$ cat src/rtl/srt4_divider_pkg.sv
// Shared definitions for the radix-4 SRT divider.
// Contents: op encodings, FSM state enum, QDS interface widths and the
// one-hot digit bit positions in QDS output order {+2,+1,0,-1,-2}.
package srt4_divider_pkg;

  typedef enum logic [1:0] {
    OP_DIV  = 2'b00,
    OP_DIVU = 2'b01,
    OP_REM  = 2'b10,
    OP_REMU = 2'b11
  } op_e;

  typedef enum logic [2:0] {
    S_IDLE,
    S_NORM,
    S_ITER,
    S_POST,
    S_DONE
  } state_e;

  localparam int QDS_W_W   = 7;
  localparam int QDS_DIV_W = 3;
  localparam int QDS_Q_W   = 5;

  localparam int DIG_P2 = 4;
  localparam int DIG_P1 = 3;
  localparam int DIG_Z  = 2;
  localparam int DIG_M1 = 1;
  localparam int DIG_M2 = 0;

endpackage

$ cat src/rtl/QDS.sv
// Radix-4 SRT quotient-digit selection, digit set {-2..+2}.
// Ports:
//   w   [6:0] : truncated 4w estimate, two's complement, weights 2^2..2^-4
//   div [2:0] : normalised divisor bits at weights 2^-2..2^-4
//   q   [4:0] : one-hot digit, bit 4 = +2 ... bit 0 = -2
// Thresholds are in units of 1/16 and hold for a non-redundant residual
// with |w| <= 2/3 d (truncation error of the estimate in [0, 1/16)).
module QDS (
  input  logic [6:0] w,
  input  logic [2:0] div,
  output logic [4:0] q
);
  logic signed [6:0] y, m2, m1, m0, mn1;

  assign y = w;

  always_comb begin
    m2 = 7'sd12; m1 = 7'sd4; m0 = -7'sd4; mn1 = -7'sd13;
    case (div)
      3'd0: begin m2 = 7'sd12; m1 = 7'sd4; m0 = -7'sd4; mn1 = -7'sd13; end
      3'd1: begin m2 = 7'sd14; m1 = 7'sd4; m0 = -7'sd4; mn1 = -7'sd14; end
      3'd2: begin m2 = 7'sd16; m1 = 7'sd4; m0 = -7'sd4; mn1 = -7'sd16; end
      3'd3: begin m2 = 7'sd16; m1 = 7'sd6; m0 = -7'sd6; mn1 = -7'sd16; end
      3'd4: begin m2 = 7'sd18; m1 = 7'sd6; m0 = -7'sd6; mn1 = -7'sd18; end
      3'd5: begin m2 = 7'sd20; m1 = 7'sd6; m0 = -7'sd6; mn1 = -7'sd20; end
      3'd6: begin m2 = 7'sd20; m1 = 7'sd8; m0 = -7'sd8; mn1 = -7'sd22; end
      default: begin m2 = 7'sd24; m1 = 7'sd8; m0 = -7'sd8; mn1 = -7'sd24; end
    endcase
  end

  always_comb begin
    if (y >= m2)       q = 5'b10000;
    else if (y >= m1)  q = 5'b01000;
    else if (y >= m0)  q = 5'b00100;
    else if (y >= mn1) q = 5'b00010;
    else               q = 5'b00001;
  end

endmodule

$ cat src/rtl/srt4_otf_conv.sv
// On-the-fly quotient conversion for radix-4 SRT digits.
// Ports:
//   clk    : clock
//   clear  : start of a new quotient (Q = 0, QM = -1)
//   load   : append the digit on q this cycle
//   q      : one-hot digit {+2,+1,0,-1,-2}
//   sel_qm : final residual negative, return QM instead of Q
//   quot   : selected quotient (modulo 2^XLEN)
module srt4_otf_conv
  import srt4_divider_pkg::*;
#(
  parameter int XLEN = 32
) (
  input  logic               clk,
  input  logic               clear,
  input  logic               load,
  input  logic [QDS_Q_W-1:0] q,
  input  logic               sel_qm,
  output logic [XLEN-1:0]    quot
);
  // QM always equals Q - 1, so every update is a plain select-and-shift.
  logic [XLEN-1:0] q_reg, qm_reg;

  always_ff @(posedge clk) begin
    if (clear) begin
      q_reg  <= '0;
      qm_reg <= '1;
    end else if (load) begin
      case (1'b1)
        q[DIG_P2]: begin q_reg <= {q_reg[XLEN-3:0], 2'b10};  qm_reg <= {q_reg[XLEN-3:0], 2'b01};  end
        q[DIG_P1]: begin q_reg <= {q_reg[XLEN-3:0], 2'b01};  qm_reg <= {q_reg[XLEN-3:0], 2'b00};  end
        q[DIG_Z]:  begin q_reg <= {q_reg[XLEN-3:0], 2'b00};  qm_reg <= {qm_reg[XLEN-3:0], 2'b11}; end
        q[DIG_M1]: begin q_reg <= {qm_reg[XLEN-3:0], 2'b11}; qm_reg <= {qm_reg[XLEN-3:0], 2'b10}; end
        q[DIG_M2]: begin q_reg <= {qm_reg[XLEN-3:0], 2'b10}; qm_reg <= {qm_reg[XLEN-3:0], 2'b01}; end
        default:   begin q_reg <= q_reg; qm_reg <= qm_reg; end
      endcase
    end
  end

  assign quot = sel_qm ? qm_reg : q_reg;

endmodule

$ cat src/rtl/srt4_divider.sv
// Iterative radix-4 SRT integer divider (RV32M/RV64M DIV/DIVU/REM/REMU).
// Ports:
//   clk, rst            : clock, synchronous active-high reset
//   in_valid / in_ready : request handshake (ready only in IDLE)
//   op                  : 00 DIV, 01 DIVU, 10 REM, 11 REMU
//   dividend, divisor   : rs1, rs2
//   out_valid/out_ready : result handshake, result held until accepted
//   result              : quotient or remainder
//   flush               : only with SRT4_DIVIDER_FLUSH_EN; abandons the op
// Residual w is two's complement with XLEN+3 fraction bits (range [-1,1)).
// The dividend is placed so that after K digits the quotient is integral.
module srt4_divider
  import srt4_divider_pkg::*;
#(
  parameter int XLEN = 32
) (
  input  logic            clk,
  input  logic            rst,
  input  logic            in_valid,
  output logic            in_ready,
  input  logic [1:0]      op,
  input  logic [XLEN-1:0] dividend,
  input  logic [XLEN-1:0] divisor,
  output logic            out_valid,
  input  logic            out_ready,
  output logic [XLEN-1:0] result
`ifdef SRT4_DIVIDER_FLUSH_EN
  ,
  input  logic            flush
`endif
);
  localparam int SW = $clog2(XLEN);
  localparam int RW = XLEN + 4;
  localparam int TW = XLEN + 6;

  state_e state, state_nxt;
  logic [1:0]            op_r;
  logic                  qsign, rsign;
  logic [XLEN-1:0]       a_mag, b_mag, d_r;
  logic [SW-1:0]         s_r, s_n, cnt;
  logic signed [RW-1:0]  w_r, w_next, w_fin;
  logic signed [TW-1:0]  t4, dd1, dd2;
  logic [QDS_W_W-1:0]    qds_w;
  logic [QDS_DIV_W-1:0]  qds_div;
  logic [QDS_Q_W-1:0]    qds_q;
  logic                  flush_i, accept, is_signed, a_neg, b_neg;
  logic                  div_zero, sgn_ovf, special, w_neg;
  logic [XLEN-1:0]       special_res, quot_u, rem_u, quot_s, rem_s;

`ifdef SRT4_DIVIDER_FLUSH_EN
  assign flush_i = flush;
`else
  assign flush_i = 1'b0;
`endif

  function automatic logic [SW-1:0] lzc(input logic [XLEN-1:0] v);
    logic [SW-1:0] n;
    n = '0;
    for (int i = 0; i < XLEN; i++)
      if (v[i]) n = SW'(XLEN - 1 - i);
    return n;
  endfunction

  function automatic logic [XLEN-1:0] apply_sign(input logic [XLEN-1:0] mag, input logic neg);
    return neg ? -mag : mag;
  endfunction

  // Request decode (IDLE)
  assign accept    = in_valid && (state == S_IDLE) && !flush_i;
  assign is_signed = (op == OP_DIV) || (op == OP_REM);
  assign a_neg     = is_signed && dividend[XLEN-1];
  assign b_neg     = is_signed && divisor[XLEN-1];
  assign div_zero  = (divisor == '0);
  assign sgn_ovf   = is_signed && (dividend == {1'b1, {(XLEN-1){1'b0}}}) && (divisor == '1);
  assign special   = div_zero || sgn_ovf;

  always_comb begin
    special_res = '0;
    if (div_zero)     special_res = op[1] ? dividend : '1;
    else if (sgn_ovf) special_res = op[1] ? '0 : dividend;
  end

  always_comb begin
    state_nxt = state;
    in_ready  = 1'b0;
    out_valid = 1'b0;
    case (state)
      S_IDLE: begin
        in_ready = 1'b1;
        if (accept) state_nxt = special ? S_DONE : S_NORM;
      end
      S_NORM:  state_nxt = S_ITER;
      S_ITER:  if (cnt == SW'(1)) state_nxt = S_POST;
      S_POST:  state_nxt = S_DONE;
      S_DONE: begin
        out_valid = 1'b1;
        if (out_ready) state_nxt = S_IDLE;
      end
      default: state_nxt = S_IDLE;
    endcase
    if (flush_i) state_nxt = S_IDLE;
  end

  always_ff @(posedge clk) begin
    if (rst) begin
      state  <= S_IDLE;
      result <= '0;
    end else begin
      state <= state_nxt;
      if (accept && special)
        result <= special_res;
      else if (state == S_POST)
        result <= op_r[1] ? rem_s : quot_s;
    end
  end

  // Normalisation (NORM): K = floor((s+1)/2)+1 digits cover a quotient of
  // up to s+1 bits with w0 <= 1/4; odd s drops the extra left shift.
  assign s_n = lzc(b_mag);

  always_ff @(posedge clk) begin
    if (accept) begin
      op_r  <= op;
      qsign <= a_neg ^ b_neg;
      rsign <= a_neg;
      a_mag <= apply_sign(dividend, a_neg);
      b_mag <= apply_sign(divisor, b_neg);
    end
    if (state == S_NORM) begin
      s_r <= s_n;
      d_r <= b_mag << s_n;
      cnt <= SW'((int'(s_n) + 1) / 2 + 1);
      w_r <= s_n[0] ? {4'b0000, a_mag} : {3'b000, a_mag, 1'b0};
    end else if (state == S_ITER) begin
      w_r <= w_next;
      cnt <= cnt - SW'(1);
    end
  end

  // Digit iteration (ITER): w <- 4w - q*d
  assign qds_w   = w_r[XLEN+3 -: QDS_W_W];
  assign qds_div = d_r[XLEN-2 -: QDS_DIV_W];

  QDS u_qds (
    .w   (qds_w),
    .div (qds_div),
    .q   (qds_q)
  );

  always_comb begin
    t4     = {w_r, 2'b00};
    dd1    = {3'b000, d_r, 3'b000};
    dd2    = {2'b00, d_r, 4'b0000};
    w_next = w_r;
    case (1'b1)
      qds_q[DIG_P2]: w_next = RW'(t4 - dd2);
      qds_q[DIG_P1]: w_next = RW'(t4 - dd1);
      qds_q[DIG_Z]:  w_next = RW'(t4);
      qds_q[DIG_M1]: w_next = RW'(t4 + dd1);
      qds_q[DIG_M2]: w_next = RW'(t4 + dd2);
      default:       w_next = w_r;
    endcase
  end

  srt4_otf_conv #(.XLEN(XLEN)) u_otf (
    .clk    (clk),
    .clear  (state == S_NORM),
    .load   (state == S_ITER),
    .q      (qds_q),
    .sel_qm (w_neg),
    .quot   (quot_u)
  );

  // Post-correction (POST): negative residual means the quotient is one too
  // large; the corrected residual scaled back by s+3 is the remainder.
  assign w_neg  = w_r[RW-1];
  assign w_fin  = w_neg ? w_r + $signed({1'b0, d_r, 3'b000}) : w_r;
  assign rem_u  = XLEN'(w_fin >> (int'(s_r) + 3));
  assign quot_s = apply_sign(quot_u, qsign);
  assign rem_s  = apply_sign(rem_u, rsign);

  a_digit_onehot: assert property (@(posedge clk) disable iff (rst)
    (state == S_ITER) |-> $onehot(qds_q));

endmodule

$ cat config.mk
export PLATFORM = sky130hd
export DESIGN_NAME = srt4_divider
export DESIGN_NICKNAME = d
export VERILOG_FILES = /design/src/rtl/srt4_divider_pkg.sv /design/src/rtl/QDS.sv /design/src/rtl/srt4_otf_conv.sv /design/src/rtl/srt4_divider.sv
export SDC_FILE = /design/constraint.sdc
export NUM_CORES = 1
export LEC_CHECK = 0
export ABC_AREA = 1
export BUFFER_PORTS_ARGS = -buffer_cell sky130_fd_sc_hd__buf_2
export CAP_MARGIN = 20
export CORE_MARGIN = 4
export CORE_UTILIZATION = 45
export CTS_CLUSTER_DIAMETER = 60
export DETAILED_ROUTE_END_ITERATION = 6
export GPL_TIMING_DRIVEN = 0
export PLACE_DENSITY = 0.68
export SKIP_CTS_REPAIR_TIMING = 1
export SYNTH_ARGS = -nofsm -noshare
export SYNTH_HDL_FRONTEND = slang
export SYNTH_SLANG_ARGS = --single-unit
$ cat constraint.sdc
create_clock -name clk -period 5.5 [get_ports clk]
set_input_delay 0.825 -clock clk [delete_from_list [all_inputs] [get_ports clk]]
set_output_delay 0.825 -clock clk [all_outputs]
set_load 0.02 [all_outputs]
[After elaboration in Yosys (flattened, before gate mapping)]
Index checks and enable logic that the tools add are counted.
Storage, ports and cells
  output and inout bits: 34
  input port bits: 70
  bits in registers: 245
Operators by class
  equal/unequal tests: 17
  $lt $le $gt $ge: 4
  multiplexer cells: 80
  add/sub/neg operators: 14
  shifts and indexed selects: 2
  bitwise gates (word level): 2
  reduce and logical (&&, ||, !) cells: 23
Operators with widths (number)
  $mux W32: 22
  $mux W36: 8
  $mux W5: 37
  $neg A32 Y32: 4
  $add A36 B36 Y36: 3
  $sub A36 B36 Y36: 2
  $eq A32 B32 Y1 const B: 2
  $shr A36 B6 Y32: 1
  $mux W33: 1
  $logic_not A32 Y1: 1
  $shl A32 B5 Y32: 1
  $pmux W5 S6: 1
  $pmux W5 S5: 1
  $pmux W3 S5: 1
  $ge A7 B6 Y1: 2
  $eq A3 B2 Y1 const B: 4
  $eq A3 B3 Y1 const B: 4
  $mux W3: 4
  $pmux W4 S2: 1
  $ge A7 B4 Y1: 1
  $ge A7 B5 Y1: 1
  $add A5 B1 Y6 const B: 1
  $add A5 B2 Y6 const B: 1
  $eq A3 B1 Y1 const B: 2
  other kinds (22): 36

[Longest topological paths before layout]
Gate-level depths: netlist of the first run.
  word-level depth: 37
  mapped depth: 42
  gate-level depth less buffers: 40

[Hierarchy]
From an unflattened synthesis of the first run, not the netlist that was laid out.
Second synthesis, totals
  cells, all modules: 4612
  area total of the unflattened synthesis: 28479.8 sq um
Modules (own cells, without submodules)
  srt4_divider: cells an instance 3928, area each 24399.7 sq um, times used 1
  srt4_otf_conv: cells an instance 582, area each 3534.6 sq um, times used 1
  QDS: cells an instance 102, area each 545.5 sq um, times used 1

[Least setup slack after synthesis of the first run]
No wires, ideal clock.
  kind: register -> register
  start: register state[0]
  end: register result[28]
  arrival: 5.277 ns
  cell stages (with the launch flop): 11
  path buffers: 1
  library setup time: 0.066 ns
  slack: 0.156 ns
  required time: 5.434 ns
  cell sequence: dfxtp_1 -> nor3_1 -> inv_1 -> nor2_1 -> nand2_1 -> inv_1 -> nor2_1 -> inv_1 -> clkbuf_1 -> o21ai_0 -> a21oi_2
On the way
  cells in the longest elaborated chain, start to end: 4
  elaborated cells on any way between the ends: 6
  classes of those cells: eq/ne (1); mux (1); reduce/logical (4)
Ends and longest elaborated chain
  start, declared: line srt4_divider.sv:36  | state_e state, state_nxt;
  start signal, assigned: line srt4_divider.sv:109  | state <= state_nxt;
  $logic_not A3 Y1 *: line srt4_divider.sv:69  | assign accept = in_valid && (state == S_IDLE) && !flush_i;
  $logic_and A1 B1 Y1 *: line srt4_divider.sv:69
  net accept: line srt4_divider.sv:46  | logic flush_i, accept, is_signed, a_neg, b_neg;
  $logic_and A1 B1 Y1 *: line srt4_divider.sv:110  | if (accept && special)
  $mux W32 / $reduce_bool A2 Y1 (equally long branches)
  end signal, assigned: line srt4_divider.sv:111  | result <= special_res;
  end signal, assigned: line srt4_divider.sv:113  | result <= op_r[1] ? rem_s : quot_s;
  end, declared: line srt4_divider.sv:26  | output logic [XLEN-1:0] result
Mark *: on every way through the listed nets, which the timed path passes. The rest lies on a longest branch.
A chain may end at the register's enable or synchronous reset.

[Final worst setup path of the first run]
  start: register d_r[30]
  end: register w_r[21], data pin
On the way
  cells in the longest elaborated chain, start to end: 14
  elaborated cells on any way between the ends: 29
  classes of those cells: order compare (4); eq/ne (6); mux (14); reduce/logical (5)
Ends and longest elaborated chain
  start, declared: line srt4_divider.sv:39  | logic [XLEN-1:0] a_mag, b_mag, d_r;
  start signal, assigned: line srt4_divider.sv:131  | d_r <= b_mag << s_n;
  $eq A3 B2 Y1: line QDS.sv:19  | case (div)
  $reduce_or A2 Y1 (no source line)
  $pmux W5 S6: line QDS.sv:19
  $ge A7 B6 Y1: line QDS.sv:35  | else if (y >= mn1) q = 5'b00010;
  $mux W2: line QDS.sv:35
  $mux W5: line QDS.sv:34  | else if (y >= m0) q = 5'b00100;
  $mux W5: line QDS.sv:33  | else if (y >= m1) q = 5'b01000;
  $mux W5 *: line QDS.sv:32  | if (y >= m2) q = 5'b10000;
  $mux W36 (3 in series): line srt4_divider.sv:155  | case (1'b1)
  $mux W36 *: line srt4_divider.sv:155
  $mux W36 *: line srt4_divider.sv:134  | end else if (state == S_ITER) begin
  $mux W36 *: line srt4_divider.sv:129  | if (state == S_NORM) begin
  end signal, assigned: line srt4_divider.sv:133  | w_r <= s_n[0] ? {4'b0000, a_mag} : {3'b000, a_mag, 1'b0};
  end signal, assigned: line srt4_divider.sv:135  | w_r <= w_next;
  end, declared: line srt4_divider.sv:41  | logic signed [RW-1:0] w_r, w_next, w_fin;
Mark *: on every way between the ends. The rest lies on a longest branch, timed or not. The select of a mux whose other input is x is not followed.

==> results of run 1 <==
-- tightest hold or removal path: stages (launching register included) --
cell     delay, ns
dfxtp_1       0.32
nand2_1       0.05
o21ai_0       0.06
-- worst max-delay path by stage --
stage,to
6_report,w_r[21]
5_1_grt,w_r[35]
4_1_cts,w_r[21]
3_5_place_dp,w_r[21]
3_3_place_gp,result[28]
2_1_floorplan,result[28]
-- synthesized netlist by cell type, types with 6 or more instances --
master      n
edfxtp_1  145
o211ai_1   51
o31ai_1    14
o21ai_2     7
a21oi_1   397
xnor2_1    13
a31oi_1    16
o221ai_1   11
nand3_1   563
xor2_1    128
clkbuf_1  156
nor2_1    346
a21boi_0   16
nand2_1   919
buf_1      27
o21bai_1   23
inv_1     517
ha_1      178
o21ai_1    46
a211oi_1    6
clkinv_1    6
nor4_1     16
nand4_1    47
buf_2      24
inv_2      15
nand2_2     6
nor3_1     74
nand3b_1    9
o21a_1      7
o21ai_0   396
or2_2      16
o22ai_1    21
dfxtp_1    99
-- cell type report --
class	count	area, um^2
clock inverter	12	136.4
inverter	539	2024
timing repair buffer	106	563.0
buffer	209	830.8
tap	773	967.2
fill	6346	29760
sequential	244	6336
multi-input combinational	3382	18050
clock buffer	38	799.5
-- stage by stage --
| step | setup TNS (ns) | hold slack (ns) | instance area (um^2) | util | setup slack (ns) |
|---|---|---|---|---|---|
| after detailed placement | 0 | 0.4480 | 28760 | 0.4837 | 0.1864 |
| final | 0 | 0.4645 | 29710 | 0.4996 | 0.2955 |
| after global placement | -56.48 | 0.4419 | 28700 | 0.4827 | -1.769 |
| after floorplan | 0 | 0.4231 | 27220 | - | 0.1564 |
| after global routing | 0 | 0.4632 | 29710 | 0.4996 | 0.07289 |
| after CTS | 0 | 0.4512 | 29700 | 0.4994 | 0.1836 |
-- kinds of logic after synthesis --
family / count (synthesis) / share of synthesized area
simple gates: 2019 / 0.3209
compound gates: 1035 / 0.2089
buf+inv: 748 / 0.1049
flops: 244 / 0.2328
fa+ha+maj: 183 / 0.08550
xor+xnor: 142 / 0.04597
mux: 3 / 0.001103
-- cells in the final DEF (no fill, tap or decap), types with 5 or more instances in the layout --
cell type	instances
buf_2	127
a21o_1	5
clkbuf_16	28
o31ai_1	14
or2_2	16
inv_2	15
nor4_1	16
a31oi_1	16
o22ai_1	21
xnor2_1	13
o21ai_0	396
nand2_1	918
dfxtp_1	99
o211ai_1	51
nand3b_1	9
clkbuf_8	6
o21ai_1	46
clkbuf_1	158
o21ai_2	7
ha_1	178
fa_1	5
a21oi_1	397
clkinv_1	7
o21a_1	7
and3_1	5
edfxtp_1	145
buf_1	27
a211oi_1	6
nand3_1	563
o221ai_1	11
xor2_1	128
nor2_1	345
inv_1	517
nand4_1	47
nand2_2	7
nor3_1	74
o21bai_1	23
a21boi_0	16
-- per-layer routing --
metal / wire, um / GRT usage / vias up
met1: 47710 / 0.4615 / 14340
met4: 6776 / 0.1708 / 0
met5: 0 / 0 / -
li1: - / - / 15060
met3: 9876 / 0.04032 / 293
met2: 45950 / 0.5003 / 1580
==> impl_metrics.toml, run 1 <==
[outcome]
status = "complete, but fails checks"
failed_checks = "DRC"

[clock_network]
path_clk_slew_ns = 0.07
cts-root-buf = "clkbuf_16"
cts-buffers-inserted = 27
clkSinkCount = 244
clk_latency_ns = 0.58
htreeDepth = 1
cts_tree = "yes"
clk_path_buf_depth = 3

[final_layout]
top_register = "w_r"
finalNonFillerCells = 5303
final_nets = 4762
final_layout_size_suffix_gt1_frac = 0.05386
largest_reg_flops = 36
antenna_cells = 0
syn2layout_area_growth_pct = 9.143

[synth]
syn_area_per_cell_um2 = 6.223
synth_edf_count = 145
synth-warning-count = 0
synth.distinct_cells = 62
synth_top_area_share = 0.1600
synth.top_cells.by_area = "edfxtp_1, nand2_1, nand3_1"
ys_ff_latch = 244
seq_area_frac_synth = 0.2328
synth_cells = 4374
synth-async-reset-ratio = 0
syn_area_um2 = 27220
synthFlopType = "edfxtp_1"
yosysTopAreaCell = "edfxtp_1"
synth_nets = 4627

[detailed_routing]
ant_nets = 0
dr.first_iter.drc_count = 3948
wl_per_cell_um = 20.80
drc = 1
vias = 31270
via_per_inst = 5.897
firstDrtPassIters = 7
wirelength_um = 110300

[timing]
clock.fmax_mhz = 192.1
tightest_slew_ns = 1.193
rsz0062_at_grt = "no"
skew_ns = 0.02609
maxSlewHeadroom = 0.2016
finalCriticalPeriod_ns = 5.204
hold_violations = 0
period_share = 0.9463
setup_viol = 0
slew_violations = 0

[worst_setup_path]
max_stage_delay_ns = 0.69
path_cells = "inv_1 > nand2_1 > nand2_1 > inv_1 > ha_1 > inv_1 > a21oi_1 > o31ai_1 > a32oi_4 > inv_1 > nor2_1 > inv_2 > nor2_2 > nor2_1 > inv_2 > o211ai_1 > o21ai_0 > a21oi_1 > o21ai_0 > o21ai_0"
cp_num_buf_inv = 6
critPathMaxFanout = 10
worstReg2RegEnd = "w_r[21]"
worst_path_most_repeated_cell = "inv_1"
cp.required_ns = 5.81
r2r_cells = 20
r2r-start = "d_r[30]"
setup.worst_path.start_class = "flop"
crit_family = "compound AO/OA/AOI/OAI gates"
critPathLaunch = "d_r[30]"
regToRegSetupSlack_ns = 0.30
endpoint_kind = "flop"
crit_arrival_ns = 5.52
cp_slowest_cell = "edfxtp_1"
path_class = "reg -> reg"
worst-path-stages = 20

[run]
maxCapViolCount = 0

[grt]
grt_max_degree = 38
grt_use_total = 0.3299
grt_pass1_wl_um = 166000
grt_overflow_total = 0
antenna_found_initial = 0
grt_pass1_vias = 28650

[placement]
portBuffers = 103
place_hpwl_um = 89590
dp_cells = 5253
routabilityCongestion = 1.037

[die]
die_h_um = 253.9
start_util = 0.4577
dieArea_um2 = 64490
ioPinCount = 104
die_x_um = 253.9
rows = 89
core_um2 = 59460

[worst_hold_path]
hold_end = "u_otf.q_reg[31]"
hold-path-cell-count = 2
hp-class = "reg -> reg"
hold_start = "u_otf.q_reg[31]"
Power of run 1 is left out: the tool's default activity adds up to more than one toggle a clock period on the data nets, which glitch-free logic cannot reach.
==> run 2: changes to the inputs <==
PLACE_DENSITY = 0.63   (was 0.68)
==> run 2 against run 1 <==
Effect of this change:
- the flow now finishes without violations
- non-clock buffer count stayed put
- first-iteration DRC count fell by 8.8%
- sequential share of layout area hardly changed
- largest cell class unchanged
- cell area up 0.10%
- highest routed layer unchanged
- fmax down 1.2%
- worst hold slack lost 0.0034 ns
- flip-flop and latch count did not move
- via count down 0.28%
- register-to-register slack worse by 0.06 ns
- critical endpoint is now w_r[4]
- critical path depth fell by 2
==> impl_metrics.toml, run 2 (synthesized netlist as in run 1, its figures left out) <==
[clock_network]
clkSinkCount = 244
clk_latency_ns = 0.59
clk_path_buf_depth = 3
cts_tree = "yes"
path_clk_slew_ns = 0.06
htreeDepth = 1
cts-buffers-inserted = 29
cts-root-buf = "clkbuf_16"

[detailed_routing]
wirelength_um = 113600
firstDrtPassIters = 6
ant_nets = 0
drc = 0
vias = 31190
dr.first_iter.drc_count = 3599
via_per_inst = 5.879
wl_per_cell_um = 21.42

[final_layout]
layout_commonest_cell = "nand2_1"
largest_reg_flops = 36
final_nets = 4764
top_register = "w_r"
nFillCells = 6341
multiInputGateArea_um2 = 18050
ff_latch_area_um2 = 6336
final_layout_size_suffix_gt1_frac = 0.05429
syn2layout_area_growth_pct = 9.254
design_area_um2 = 29740
most-common-layout-cells = "nand2_1, nand3_1, inv_1, a21oi_1, o21ai_0"

[die]
dieArea_um2 = 64490
core_um2 = 59460
ioPinCount = 104
die_x_um = 253.9
rows = 89
die_h_um = 253.9
start_util = 0.4577

[placement]
pre_cts_ws_ns = 0.1706
portBuffers = 103
routabilityCongestion = 1.026
place_hpwl_um = 92810
post_dp_cell_area_um2 = 28760

[outcome]
status = "finished, final reports clean"

[worst_hold_path]
hp-class = "reg -> reg"
hold-path-cell-count = 2

[timing]
tightest_slew_ns = 1.203
skew_ns = 0.02921
period_share = 0.9579
setup_slack_ns = 0.2317
maxSlewHeadroom = 0.1950
setup_viol = 0
clock.fmax_mhz = 189.8
finalCriticalPeriod_ns = 5.268
holdWs_ns = 0.4611
hold_violations = 0
slew_violations = 0
rsz0062_at_grt = "no"

[grt]
antenna_found_initial = 0
grt_pass1_vias = 28600
busiest_layer = "met2"
grt_pass1_wl_um = 170300
met3_usage = 0.03388
grt_max_degree = 38
grtUsageMet1 = 0.4753
grt_use_total = 0.3399
grt_overflow_total = 0
use_met2 = 0.5382

[worst_setup_path]
setup.worst_path.start_class = "flop"
critPathMaxFanout = 10
cp.required_ns = 5.82
r2r_cells = 18
path_class = "reg -> reg"
crit_arrival_ns = 5.59
path_cells = "inv_1 > nand2_1 > nand2_1 > inv_1 > ha_1 > nand2_1 > inv_1 > a32oi_4 > inv_1 > nor2_1 > inv_2 > nor2_2 > inv_1 > clkbuf_1 > o21ai_0 > a21oi_1 > o21ai_0 > o21ai_0"
cp_slowest_cell = "edfxtp_1"
worst_path_most_repeated_cell = "inv_1"
endpoint_kind = "flop"
max_stage_delay_ns = 0.58

[run]
maxCapViolCount = 0
-- run 2: changes by cell type in the layout (fill, tap and decap cells not counted) --
| cell | previous run | this run |
|---|---|---|
| clkbuf_16 | 28 | 29 |
| clkbuf_2 | 2 | 1 |
| clkinv_1 | 7 | 6 |
| clkinv_2 | 3 | 4 |
| clkinv_4 | 1 | 0 |
| clkinvlp_4 | 1 | 3 |
| diode_2 | 0 | 1 |
-- run 2: per-layer routing --
metal	share of wire	vias up
li1	-	15050
met5	0	-
met4	0.052	0
met2	0.43	1515
met1	0.43	14370
met3	0.083	246
-- run 2: worst max-delay path: cells and delay by family (launching register included) --
family / cells / cell delay, ns
buffers and inverters: 7 / 1.69
AO/OA/AOI/OAI: 5 / 1.38
AND/OR/NAND/NOR: 5 / 1.04
flip-flops: 1 / 0.58
adder cells (fa/ha/maj): 1 / 0.28
-- run 2: path summary, 6_finish.rpt --
| check | start | endpoint | slack [ns] |
|---|---|---|---|
| max reg2reg | d_r[30] | w_r[4] | 0.23 |
| max | d_r[30] | w_r[4] | 0.23 |
| min | u_otf.q_reg[31] | u_otf.q_reg[31] | 0.46 |
| min reg2reg | u_otf.q_reg[31] | u_otf.q_reg[31] | 0.46 |
-- run 2: final cells by class --
type	instances	area share
Antenna cell	1	0.00008415
Buffer	209	0.02794
Clock buffer	38	0.02756
Clock inverter	13	0.004839
Inverter	539	0.06808
Multi-Input combinational cell	3382	0.6070
Sequential cell	244	0.2131
Tap cell	773	0.03252
Timing Repair Buffer	106	0.01893
-- run 2: through the flow --
| stage | util | instances | setup TNS [ns] |
|---|---|---|---|
| final | 0.5001 | 5305 | 0 |
| after global placement | 0.4827 | 5250 | -56.26 |
| after CTS | 0.4999 | 5304 | 0 |
| after global routing | 0.5000 | 5304 | 0 |
| after detailed placement | 0.4837 | 5253 | 0 |
| after floorplan | - | 4374 | 0 |
Power of run 2 is left out for the same reason.
